`src/rtl/universal_shift_reg_negclk_negrst.sv`:
```
// WIDTH-bit universal shift register, falling-edge clocked, async active-low clear.
// Modes hold/right/left/load, optional end-around rotate, saturating shift counter.
module universal_shift_reg_negclk_negrst #(
  parameter int              WIDTH       = 8,
  parameter logic [WIDTH-1:0] RESET_VALUE = '0,
  parameter bit              ROTATE      = 1'b0,
  parameter int              CNT_W       = $clog2(WIDTH+1)
) (
  input  logic             Clk,
  input  logic             Clr,
  input  logic             En,
  input  logic [1:0]       Mode,
  input  logic             SerInR,
  input  logic             SerInL,
  input  logic [WIDTH-1:0] D,
  output logic [WIDTH-1:0] Q,
  output logic [WIDTH-1:0] Qbar,
  output logic             SerOutR,
  output logic             SerOutL,
  output logic [CNT_W-1:0] ShiftCnt,
  output logic             Done
);

  localparam logic [CNT_W-1:0] CNT_MAX = CNT_W'(WIDTH);

  logic [WIDTH-1:0] q_q, q_d;
  logic [CNT_W-1:0] cnt_q, cnt_d;
  logic             in_r, in_l;

  // With ROTATE the bit falling off one end re-enters at the other.
  assign in_r = ROTATE ? q_q[0]       : SerInR;
  assign in_l = ROTATE ? q_q[WIDTH-1] : SerInL;

  always_comb begin
    q_d   = q_q;
    cnt_d = cnt_q;
    if (En) begin
      unique case (Mode)
        2'b01: begin
          q_d = {in_r, q_q[WIDTH-1:1]};
          if (cnt_q != CNT_MAX) cnt_d = cnt_q + CNT_W'(1);
        end
        2'b10: begin
          q_d = {q_q[WIDTH-2:0], in_l};
          if (cnt_q != CNT_MAX) cnt_d = cnt_q + CNT_W'(1);
        end
        2'b11: begin
          q_d   = D;
          cnt_d = '0;
        end
        default: ;
      endcase
    end
  end

  always_ff @(negedge Clk or negedge Clr) begin
    if (!Clr) begin
      q_q   <= RESET_VALUE;
      cnt_q <= '0;
    end else begin
      q_q   <= q_d;
      cnt_q <= cnt_d;
    end
  end

  assign Q        = q_q;
  assign Qbar     = ~q_q;
  assign SerOutR  = q_q[0];
  assign SerOutL  = q_q[WIDTH-1];
  assign ShiftCnt = cnt_q;
  assign Done     = (cnt_q == CNT_MAX);

endmodule

```
`config.mk`:
```
export PLATFORM = sky130hd
export DESIGN_NAME = universal_shift_reg_negclk_negrst
export DESIGN_NICKNAME = d
export VERILOG_FILES = /design/src/rtl/universal_shift_reg_negclk_negrst.sv
export SDC_FILE = /design/constraint.sdc
export NUM_CORES = 1
export LEC_CHECK = 0
export CELL_PAD_IN_SITES_DETAIL_PLACEMENT = 1
export CELL_PAD_IN_SITES_GLOBAL_PLACEMENT = 1
export CORE_MARGIN = 3
export CORE_UTILIZATION = 25
export CTS_CLUSTER_DIAMETER = 30
export DETAILED_ROUTE_END_ITERATION = 16
export HOLD_SLACK_MARGIN = 0.08
export PLACE_DENSITY_LB_ADDON = 0.1
export SYNTH_ARGS = -nofsm -noshare
export SYNTH_HDL_FRONTEND = slang
export SYNTH_SLANG_ARGS = --single-unit
```
`constraint.sdc`:
```
create_clock -name Clk -period 1.7 [get_ports Clk]
set_clock_uncertainty 0.2 [all_clocks]
set_input_delay 0.34 -clock Clk [delete_from_list [all_inputs] [get_ports Clk]]
set_output_delay 0.34 -clock Clk [all_outputs]
set_load 0.1 [all_outputs]
```
==> results of run 1 <==
-- cell usage after synthesis (all sizes together) --
cell / number / area, um2
a31oi: 1 / 6.260
ha: 5 / 62.56
nor4: 1 / 6.260
nand2b: 2 / 12.51
nand2: 1 / 3.750
o31a: 1 / 8.760
a22o: 8 / 70.07
o21ai: 1 / 5.000
nor2: 4 / 15.01
a211oi: 8 / 60.06
dfrtn: 12 / 300.3
a21oi: 8 / 40.04
inv: 12 / 45.04
a21o: 1 / 7.510
nand3: 1 / 5.000
o31ai: 1 / 7.510
buf: 5 / 36.28
nor3b: 1 / 7.510
mux2i: 1 / 10.01
o21bai: 1 / 7.510
and4b: 1 / 13.76
o41ai: 1 / 8.760
clkbuf: 1 / 3.750
-- flip-flops by register name (all words and copies together) (netlist names) --
| name | flops |
|---|---|
| ShiftCnt | 4 |
| Q | 8 |
-- stage by stage --
stage                     worst slack [ns]  util (%)  hold slack [ns]  power, uW
after global routing               -0.9796     73.95           0.5258       3104
after CTS                          -0.9036     71.32           0.4490       2870
after global placement              -1.342     62.36           0.2973       2377
after floorplan                     -1.400         -           0.5858       1537
final                              -0.9304     73.95           0.4876       3007
after detailed placement            -1.375     62.36           0.3185       2416
-- tightest hold or removal path, cell delays in order, from the launching register on --
cell	delay [ns]
dfrtn_1	0.36
inv_2	0.09
ha_4	0.13
nand2b_1	0.06
mux2i_1	0.12
-- path summary, 6_finish.rpt --
| check | end | slack, ns | cells past startpoint |
|---|---|---|---|
| max | Done | -0.93 | 5 |
| min | ShiftCnt[1] | 0.49 | 4 |
| max reg2reg | ShiftCnt[2] | -0.18 | 8 |
| min reg2reg | ShiftCnt[1] | 0.49 | 4 |
| max in group asynchronous | Q[0] | 0.24 | 2 |
| min in group asynchronous | Q[5] | 0.91 | 2 |
-- cell type report --
cell class	count	share of cell area (%)
clock buffer	3	1.086
timing repair buffer	95	54.10
sequential	12	14.48
inverter	12	3.378
tap	31	1.870
multi-input combinational	49	25.09
-- power groups by stage --
stage | registers (uW) | clock network (uW) | logic [uW]
global route | 460 | 209 | 2430
CTS | 440 | 188 | 2240
floorplan | 947 | 0 | 590
global placement | 442 | 0 | 1930
detailed placement | 446 | 0 | 1970
finish | 451 | 193 | 2360
-- logic make-up after synthesis --
kind of cell    Yosys count
flops                    12
simple gates             11
mux                       1
compound gates           31
buf+inv                  18
fa+ha+maj                 5
-- routing by layer --
| layer | global-route usage (%) | wire [um] | vias up |
|---|---|---|---|
| li1 | - | - | 465 |
| met1 | 25.49 | 1589 | 518 |
| met2 | 43.67 | 2340 | 33 |
| met3 | 4.468 | 185 | 12 |
| met4 | 5.882 | 110 | 0 |
| met5 | 0 | 0 | - |
-- what timing repair did --
item,CTS,global route
pin swaps,10,1
buffers inserted,19,9
gates cloned,1,0
setup endpoints to repair,35,35
resized for setup,53,2
hold buffers,0,0
==> implementation parameters, run 1 <==
Parameter                              Value

Yosys
  Number of warning messages in the yosys log    0
  Number of distinct library cells after synthesis    25
  Summed instance area of the synthesized netlist    ~740 um2
  Share of the synthesized area in compound gates (AO/OA/AOI/OAI)    29.80%
  Avg Synthesized Cell Area    about 9.5 um2
  Portion of netlist area occupied by mux cells    roughly 1.3%
  Flop and latch count out of synthesis    12
  Area share of xor/xnor cells in the synthesized design    0%
  Total nets after synthesis    slightly below 100
  Sequential-to-total area share from yosys stat    between 40% and 50%
  Synthesized-area fraction occupied by and/or/nand/nor cells    between 8 and 9%
  Adder-cell area share of the yosys netlist    about 8.4%
  Synthesized instance count    78
  Main combinational cell family by area after synthesis    compound AO/OA/AOI/OAI gates

Placed design
  Buffers on Ports    37
  Half-perimeter wire length after detailed placement    ~2300 um
  Cell total after placement    between 150 and 200
  Routability-driven placement congestion ratio    ~0.8
  Area of placed instances    0.001749 mm2

Finish
  Total area of multi-input combinational cells    520.5 um2
  Area growth from synthesis to layout    179.1%
  Fillers    roughly 270
  Number of standard cells in the final layout excluding fillers    slightly above 200
  Share of cells above drive strength 1    between 70% and 80%
  Commonest non-fill, non-tap cells in the layout    buf_4, buf_12, dfrtn_1
  Register area    300.3 um2
  Diodes inserted    0
  Final net count    approximately 190
  Commonest non-fill, non-tap cell in the layout    buf_4
  Final Instance Area    between 0.002 and 0.0025 mm2

CTS
  Clock root buffer    clkbuf_4
  Buffer levels on the longest clock path    2
  Clock-pin slew of the registers on the worst-case setup and hold paths    0.06 ns
  Clock latency of the later-clocked register in the worst-skew pair    around 0.29 ns
  Clock tree from TritonCTS    built
  H-tree depth    1
  Number of buffers inserted during clock tree synthesis    3
  Clk sinks    12

Floorplan
  Overall die area    about 0.0037 mm2
  Overall die width    ~61 um
  Number of top-level design ports    38
  Effective utilization at floorplan    about a quarter
  Height of the die    ~61 um
  Core Box Area    around 0.0028 mm2
  Number of rows in the core area    19

Power and ir drop
  Part of the total power dissipated in the clock network    roughly 6.4%
  Psw    roughly 1600 uW
  Internal power    between 1000 and 1500 uW
  Leakage    roughly 0.00097 uW
  Switching Share    approximately 52%
  Combinational share of power    between 70 and 80%
  Power per cell area    1449 mW/mm2
  Relative contribution of sequential cells to total power    around 15%
  Maximum VDD drop    around 1.3 mV

Critical path
  Buffers plus inverters on the worst setup path    2
  Data arrival time of the worst path    2.09 ns
  Category of the worst setup path launch point    flip-flop
  Sort of element at the end of the critical path    primary output
  Start point of the critical path    ShiftCnt[0]
  Crit path max-delay cell type    dfrtn_1
  CP required    1.16 ns
  Max Fanout on Critical Path    2
  Critical path type    flip-flop to primary output
  Ordered cell list for the critical path    inv_2 -> ha_4 -> nand2_4 -> nor2_4 -> buf_12
  Dominant delay contributor by cell family on the critical path    flip-flops
  Peak per-stage delay on the critical path    roughly 0.37 ns
  Startpoint of the worst-slack reg-to-reg timing path    ShiftCnt[1]

Outcome
  Failing checks    negative setup slack
  Result of the run    finished with violations

STA
  Final hold vios    0
  Setup_tns    -22.99 ns
  Worst slew margin relative to its limit    between 70 and 80%
  Setup Viol. Count Final    35
  Slew of the pin with the lowest slew margin    ~0.32 ns
  RSZ-0062 raised after global routing    true
  Worst Slack Setup Final    -0.9304 ns
  Number of pins exceeding their max-slew limit in the final report    0

Route
  Number of design-rule violations left by the first detailed-router iteration    44
  Post-detailed-routing wire length    approximately 4200 um
  Post-DR wirelength/cell    20.92 um
  Avg Vias per Cell    5.089
  DRC viols    0
  Number of nets with antenna violations after detailed routing    0
  Via Count    a little over 1000
  Pre-Repair DR Iteration Count    4

Hold path
  Classification of the worst-slack hold path    flip-flop to flip-flop
  Worst hold path startpoint    ShiftCnt[1]

Global route
  First-pass GRT wire length    5927 um
  Initial antenna violation count    0
  Global-route congestion overflow total    0
  Via count of the first global-routing pass    about 1100
  All-Layer GR Usage    22.76%
  Maximum number of pins on one net before global-route repair    13

Job
  Number of max-cap violations    0
Note: power is estimated with default switching activity, not from simulation.
==> inputs of run 2 (changes only) <==
Settings changed: CORE_ASPECT_RATIO set to 0.6.
==> run 2 against run 1 <==
The flow now stops in global routing (5_1_grt). Synthesized cell count unchanged. Area after synthesis unchanged.
==> implementation parameters, run 2 <==
Parameter                              Value

Yosys
  Leading area contributor after synthesis    dfrtn_1
  Flop and latch count out of synthesis    12
  Total nets after synthesis    approximately 100
  Share of synthesized registers carrying an async set or reset    100.0%
  Avg Synthesized Cell Area    around 9.5 um2
  Sequential-to-total area share from yosys stat    between 40 and 50%
  Leading register cell type out of synthesis    dfrtn_1
  Number of warning messages in the yosys log    0
  Summed instance area of the synthesized netlist    between 700 and 800 um2
  Number of distinct library cells after synthesis    25
  Synthesized instance count    78
  Area share of the largest cell type after synthesis    40.40%
  Number of enable-type register cells in the synthesized netlist    0
  Most instantiated cells after synthesis    dfrtn_1, inv_1, a211oi_1, a21oi_1, a22o_1
  Cell types occupying the most area after synthesis    dfrtn_1, a22o_1, ha_1

CTS
  Clk sinks    12
  Number of buffers inserted during clock tree synthesis    3
  H-tree depth    1
  Clock root buffer    clkbuf_8
  CTS Hold Bufs    0
  Buffer levels on the longest clock path    2

Outcome
  Result of the run    aborted with a tool error
  Stage at which the run stopped    global routing (5_1_grt)
  Err    [ERROR DPL-0033] detailed placement checks failed during check placement.

Floorplan
  Effective utilization at floorplan    ~28%
  Number of top-level design ports    38
  Number of rows in the core area    14
  Overall die width    between 70 and 80 um
  Height of the die    48.24 um

STA
  Pin ending the worst setup path after global-route repair    Done
  Worst endpoint type    output port

Placed design
  Half-perimeter wire length after detailed placement    around 2500 um
  Routability-driven placement congestion ratio    0.7434
  Pre-CTS setup slack    -1.437 ns
  Buffers on Ports    37

Global route
  Maximum number of pins on one net before global-route repair    15
  Initial antenna violation count    0
[run 2: logic make-up after synthesis]
family	synth area share, %
multiplexers	1.347
AO/OA/AOI/OAI	29.80
buffers and inverters	11.45
AND/OR/NAND/NOR	8.584
flip-flops	40.40
adder cells (fa/ha/maj)	8.418
[run 2: repair_timing]
item                                    4_1_cts
pin swaps                                     8
endpoints found under the setup margin       35
setup buffers                                16
resized for setup                            54
[run 2: stage by stage]
step | util [%] | cell area, um2 | hold slack (ns) | cells
floorplan | - | 877.1 | 0.5858 | 78
CTS | 75.89 | 2021 | 0.3583 | 196
detailed placement | 66.02 | 1758 | 0.3480 | 179
global placement | 66.02 | 1758 | 0.3004 | 179
==> inputs of run 3 (changes only) <==
Settings changed: CELL_PAD_IN_SITES_DETAIL_PLACEMENT 1 to unset, CELL_PAD_IN_SITES_GLOBAL_PLACEMENT 1 to unset, CORE_AREA set to 3 3 64 66, CORE_ASPECT_RATIO 0.6 to unset, CORE_MARGIN 3 to unset, CORE_UTILIZATION 25 to unset, CTS_CLUSTER_DIAMETER 30 to unset, DIE_AREA set to 0 0 67 69, HOLD_SLACK_MARGIN 0.08 to unset, PLACE_DENSITY_LB_ADDON 0.1 to 0.15.
Clock period 1.7 ns to 2.2 ns, I/O delays scaled along.
==> run 3 against run 2 <==
The flow now finishes, with violations (negative setup slack).
==> implementation parameters, run 3 (synthesis results as in run 1) <==
Parameter                              Value

CTS
  Clk sinks    12
  Clock-pin slew of the registers on the worst-case setup and hold paths    around 0.040 ns
  H-tree depth    1
  Clock tree from TritonCTS    built
  Clock latency of the later-clocked register in the worst-skew pair    between 0.2 and 0.3 ns
  CTS Hold Bufs    0
  Clock root buffer    clkbuf_8
  Buffer levels on the longest clock path    2
  Number of buffers inserted during clock tree synthesis    3

Finish
  Share of cells above drive strength 1    slightly below 70%
  Fillers    318
  Total area of multi-input combinational cells    approximately 510 um2
  Commonest non-fill, non-tap cell in the layout    buf_4
  Max FFs per register    8
  Register area    300.3 um2
  Area growth from synthesis to layout    177.8%
  Diodes inserted    0
  Number of standard cells in the final layout excluding fillers    about 210
  Final net count    ~190
  Commonest non-fill, non-tap cells in the layout    buf_4, buf_12, dfrtn_1

Route
  Number of nets with antenna violations after detailed routing    0
  Via Count    916
  Post-detailed-routing wire length    roughly 2800 um
  Pre-Repair DR Iteration Count    4
  Avg Vias per Cell    4.321
  Post-DR wirelength/cell    13.39 um
  Number of design-rule violations left by the first detailed-router iteration    23
  DRC viols    0

STA
  Number of pins exceeding their max-slew limit in the final report    0
  Worst slew margin relative to its limit    between 80 and 90%
  Setup Viol. Count Final    35
  Worst Slack Setup Final    -0.7375 ns
  Final hold vios    0
  RSZ-0062 raised after global routing    true
  Slew of the pin with the lowest slew margin    approximately 0.25 ns

Global route
  Via count of the first global-routing pass    roughly 1000
  All-Layer GR Usage    approximately 13%
  Initial antenna violation count    0
  Global-route congestion overflow total    0
  Maximum number of pins on one net before global-route repair    15
  First-pass GRT wire length    between 4000 and 5000 um

Job
  Number of max-cap violations    0

Hold path
  Classification of the worst-slack hold path    flip-flop to flip-flop
  Worst hold path startpoint    ShiftCnt[0]
  Worst Hold Depth    2
  Worst min-delay path endpoint    ShiftCnt[0]

Power and ir drop
  Final Total Pwr    approximately 2300 uW
  Psw    about 1100 uW
  Power per cell area    1108 mW/mm2
  Relative contribution of sequential cells to total power    15.3%
  Maximum VDD drop    between 0.6 and 0.7 mV
  Internal power    about 1200 uW
  Part of the total power dissipated in the clock network    ~11%
  Switching Share    a little under 50%
  Combinational share of power    roughly 74%
  Leakage    between 0.0009 and 0.001 uW

Placed design
  Routability-driven placement congestion ratio    0.7599
  Half-perimeter wire length after detailed placement    2032 um
  Buffers on Ports    37
  Cell total after placement    192

Floorplan
  Number of top-level design ports    38
  Core Box Area    0.003633 mm2
  Overall die area    0.004623 mm2
  Overall die width    around 67 um
  Height of the die    approximately 69 um
  Number of rows in the core area    22
  Effective utilization at floorplan    around 20%

Critical path
  Category of the worst setup path launch point    flip-flop
  Start point of the critical path    ShiftCnt[1]
  Terminus of the critical flop-to-flop path    ShiftCnt[2]
  Data arrival time of the worst path    approximately 2.3 ns
  Sort of element at the end of the critical path    primary output
  Max Fanout on Critical Path    2
  CP required    around 1.6 ns
  Slack of the worst reg-to-reg path    between 0.4 and 0.5 ns
  Startpoint of the worst-slack reg-to-reg timing path    ShiftCnt[2]
  Logic depth of the worst register-to-register path    5
  Critical path type    flip-flop to primary output

Outcome
  Result of the run    finished with violations
  Failing checks    negative setup slack
## run 3: final cells by class
type / instances / area share, %
inverter: 12 / 3.394
multi-input combinational: 48 / 24.79
tap: 48 / 2.909
clock buffer: 4 / 2.667
sequential: 12 / 14.55
timing repair buffer: 88 / 51.70
## run 3: metal layers
layer	up-vias	GRT usage, %	part of all wire [%]
li1	454	-	-
met1	429	14.73	39
met2	31	22.27	54
met3	2	3.094	6.9
met4	0	3.378	0.35
met5	-	0	0
## run 3: how the worst max path moves through the flow
stage	endpoint	cells after the start
global route	Done	5
floorplan	Done	4
CTS	Done	5
global placement	ShiftCnt[2]	7
detailed placement	ShiftCnt[2]	7
finish	Done	5
## run 3: timing repair
action	in CTS	in global routing
pin swaps	8	1
endpoints found under the setup margin	35	35
gates resized for setup	44	0
buffers inserted	13	8
## run 3: per-stage QoR
| step | TNS [ns] | worst slack, ns | area [um2] | hold slack, ns | utilization, % |
|---|---|---|---|---|---|
| 2_1_floorplan | -24.79 | -1.250 | 877.1 | 0.8401 | - |
| 3_3_place_gp | -19.32 | -1.194 | 1805 | 0.2998 | 49.69 |
| 3_5_place_dp | -19.53 | -1.228 | 1805 | 0.3214 | 49.69 |
| 4_1_cts | -16.32 | -0.7278 | 2019 | 0.3380 | 55.58 |
| 5_1_grt | -17.39 | -0.7739 | 2064 | 0.3783 | 56.82 |
| 6_report | -16.21 | -0.7375 | 2064 | 0.3346 | 56.82 |
## run 3: critical path, cell delays in order (launching register included)
cell	delay, ns
dfrtn_1	0.44
inv_2	0.07
ha_4	0.17
nand2_4	0.06
nor2_4	0.04
buf_12	0.17
## run 3: power groups by stage
| stage | combinational (uW) | sequential [uW] | clock [uW] |
|---|---|---|---|
| after floorplan | 456 | 731 | 0 |
| after global placement | 1520 | 344 | 0 |
| after detailed placement | 1530 | 344 | 0 |
| after CTS | 1650 | 349 | 260 |
| after global routing | 1760 | 357 | 270 |
| final | 1690 | 349 | 250 |
==> inputs of run 4 (changes only) <==
Settings changed: PLACE_DENSITY set to 0.46, PLACE_DENSITY_LB_ADDON 0.15 to unset, SLEW_MARGIN set to 0.
==> run 4 against run 3 <==
The flow still finishes with violations (negative setup slack). Utilization up 1.1 points. Critical path type unchanged. Non-clock buffer count up 3. Wire length is 0.63% higher. Via count down 0.76%. Largest cell class unchanged. Global-route usage grew 0.20 points. Combinational power barely moved.
==> implementation parameters, run 4 (synthesis results as in run 1) <==
Parameter                              Value

STA
  Slew of the pin with the lowest slew margin    0.2969 ns
  Number of pins exceeding their max-slew limit in the final report    0
  Setup Viol. Count Final    35
  Worst Slack Setup Final    -0.7184 ns
  Setup_tns    -16.77 ns
  Final hold vios    0
  Worst slew margin relative to its limit    approximately four fifths
  RSZ-0062 raised after global routing    true

Global route
  Global-route congestion overflow total    0
  All-Layer GR Usage    12.81%
  Initial antenna violation count    0
  First-pass GRT wire length    between 4000 and 5000 um
  Maximum number of pins on one net before global-route repair    14
  Via count of the first global-routing pass    960

Critical path
  Critical path type    flip-flop to primary output
  CP required    around 1.6 ns
  Sort of element at the end of the critical path    primary output
  Category of the worst setup path launch point    flip-flop
  Max Fanout on Critical Path    2
  Data arrival time of the worst path    2.28 ns

Route
  Wire length on met3    around 160 um
  Number of nets with antenna violations after detailed routing    0
  Pre-Repair DR Iteration Count    4
  M1 wire length    1274 um
  Top Layer Used    met4
  DRC viols    0
  Post-DR wirelength/cell    13.28 um
  Via Count    between 900 and 1000
  Number of design-rule violations left by the first detailed-router iteration    36
  Routed wl met2    between 1000 and 1500 um
  Avg Vias per Cell    around 4.2
  Post-detailed-routing wire length    approximately 2900 um

Floorplan
  Core Box Area    around 0.0036 mm2
  Number of rows in the core area    22
  Overall die width    approximately 67 um
  Overall die area    0.004623 mm2
  Effective utilization at floorplan    between 20% and 30%
  Number of top-level design ports    38
  Height of the die    69 um

Placed design
  Buffers on Ports    37
  Pre-CTS setup slack    -1.224 ns
  Routability-driven placement congestion ratio    0.8126
  Half-perimeter wire length after detailed placement    ~2100 um

Power and ir drop
  Leakage    0.0009663 uW
  Power per cell area    ~1100 mW/mm2
  Maximum VDD drop    between 0.6 and 0.7 mV

CTS
  Buffer levels on the longest clock path    2
  Clock latency of the later-clocked register in the worst-skew pair    about 0.26 ns
  H-tree depth    1
  Clock-pin slew of the registers on the worst-case setup and hold paths    about 0.040 ns
  Clock root buffer    clkbuf_8
  Clk sinks    12
  Clock tree from TritonCTS    built
  Number of buffers inserted during clock tree synthesis    3

Finish
  Diodes inserted    0
  Post-layout utilization of the core    approximately 58%
  Final net count    around 190
  Max FFs per register    8
  Commonest non-fill, non-tap cells in the layout    buf_4, buf_12, dfrtn_1
  Commonest non-fill, non-tap cell in the layout    buf_4
  Register area    about 300 um2
  Area growth from synthesis to layout    183.3%
  Share of cells above drive strength 1    70.06%
  Fillers    roughly 320
  Total area of multi-input combinational cells    519.2 um2

Job
  Number of max-cap violations    0

Outcome
  Failing checks    negative setup slack
  Result of the run    finished with violations

Hold path
  Classification of the worst-slack hold path    flip-flop to flip-flop
-- run 4: per-layer routing --
layer / track usage (%) / vias to the layer above
met5: 0 / -
met4: 2.477 / 0
met3: 3.094 / 2
met2: 21.62 / 30
met1: 16.33 / 415
li1: - / 462
-- run 4: cell type report --
class,count,share of cell area [%]
sequential,12,14.26
multi-input combinational,48,24.66
tap,48,2.852
clock buffer,4,2.614
inverter,12,3.327
timing repair buffer,91,52.29
-- run 4: worst paths after layout --
path	cells past startpoint	slack [ns]	start	to
min reg2reg	2	0.33	ShiftCnt[0]	ShiftCnt[0]
max reg2reg	6	0.58	ShiftCnt[1]	ShiftCnt[2]
min	2	0.33	ShiftCnt[0]	ShiftCnt[0]
max	5	-0.72	ShiftCnt[1]	Done
max in group asynchronous	2	0.34	Clr	ShiftCnt[1]
min in group asynchronous	2	1.31	Clr	Q[7]
-- run 4: where the power goes --
| part | total (uW) | leakage (uW) | internal (uW) | switching [uW] |
|---|---|---|---|---|
| combinational | 1680 | 0.000798 | 708 | 971 |
| clock | 245 | 0.0000288 | 158 | 86.7 |
| sequential | 349 | 0.000139 | 279 | 70.2 |
-- run 4: through the flow --
step	area, um2	instances	hold WS, ns	total power [uW]
floorplan	877.1	78	0.8401	1187
global placement	1785	191	0.3046	1847
detailed placement	1785	191	0.3168	1860
CTS	2056	211	0.3319	2253
global route	2106	215	0.3852	2362
finish	2106	215	0.3327	2272
-- run 4: timing repair --
action,in CTS,in global routing
endpoints found under the setup margin,35,35
hold buffers,0,0
pin swaps,13,9
buffers inserted,18,5
hold endpoints to repair,0,0
gates resized for setup,42,8
-- run 4: worst max-delay path, stage by stage, from the launching register on --
cell and delay [ns]:
dfrtn_1 0.42, inv_2 0.06, ha_4 0.17, nand2_4 0.06
nor2_4 0.04, buf_12 0.17
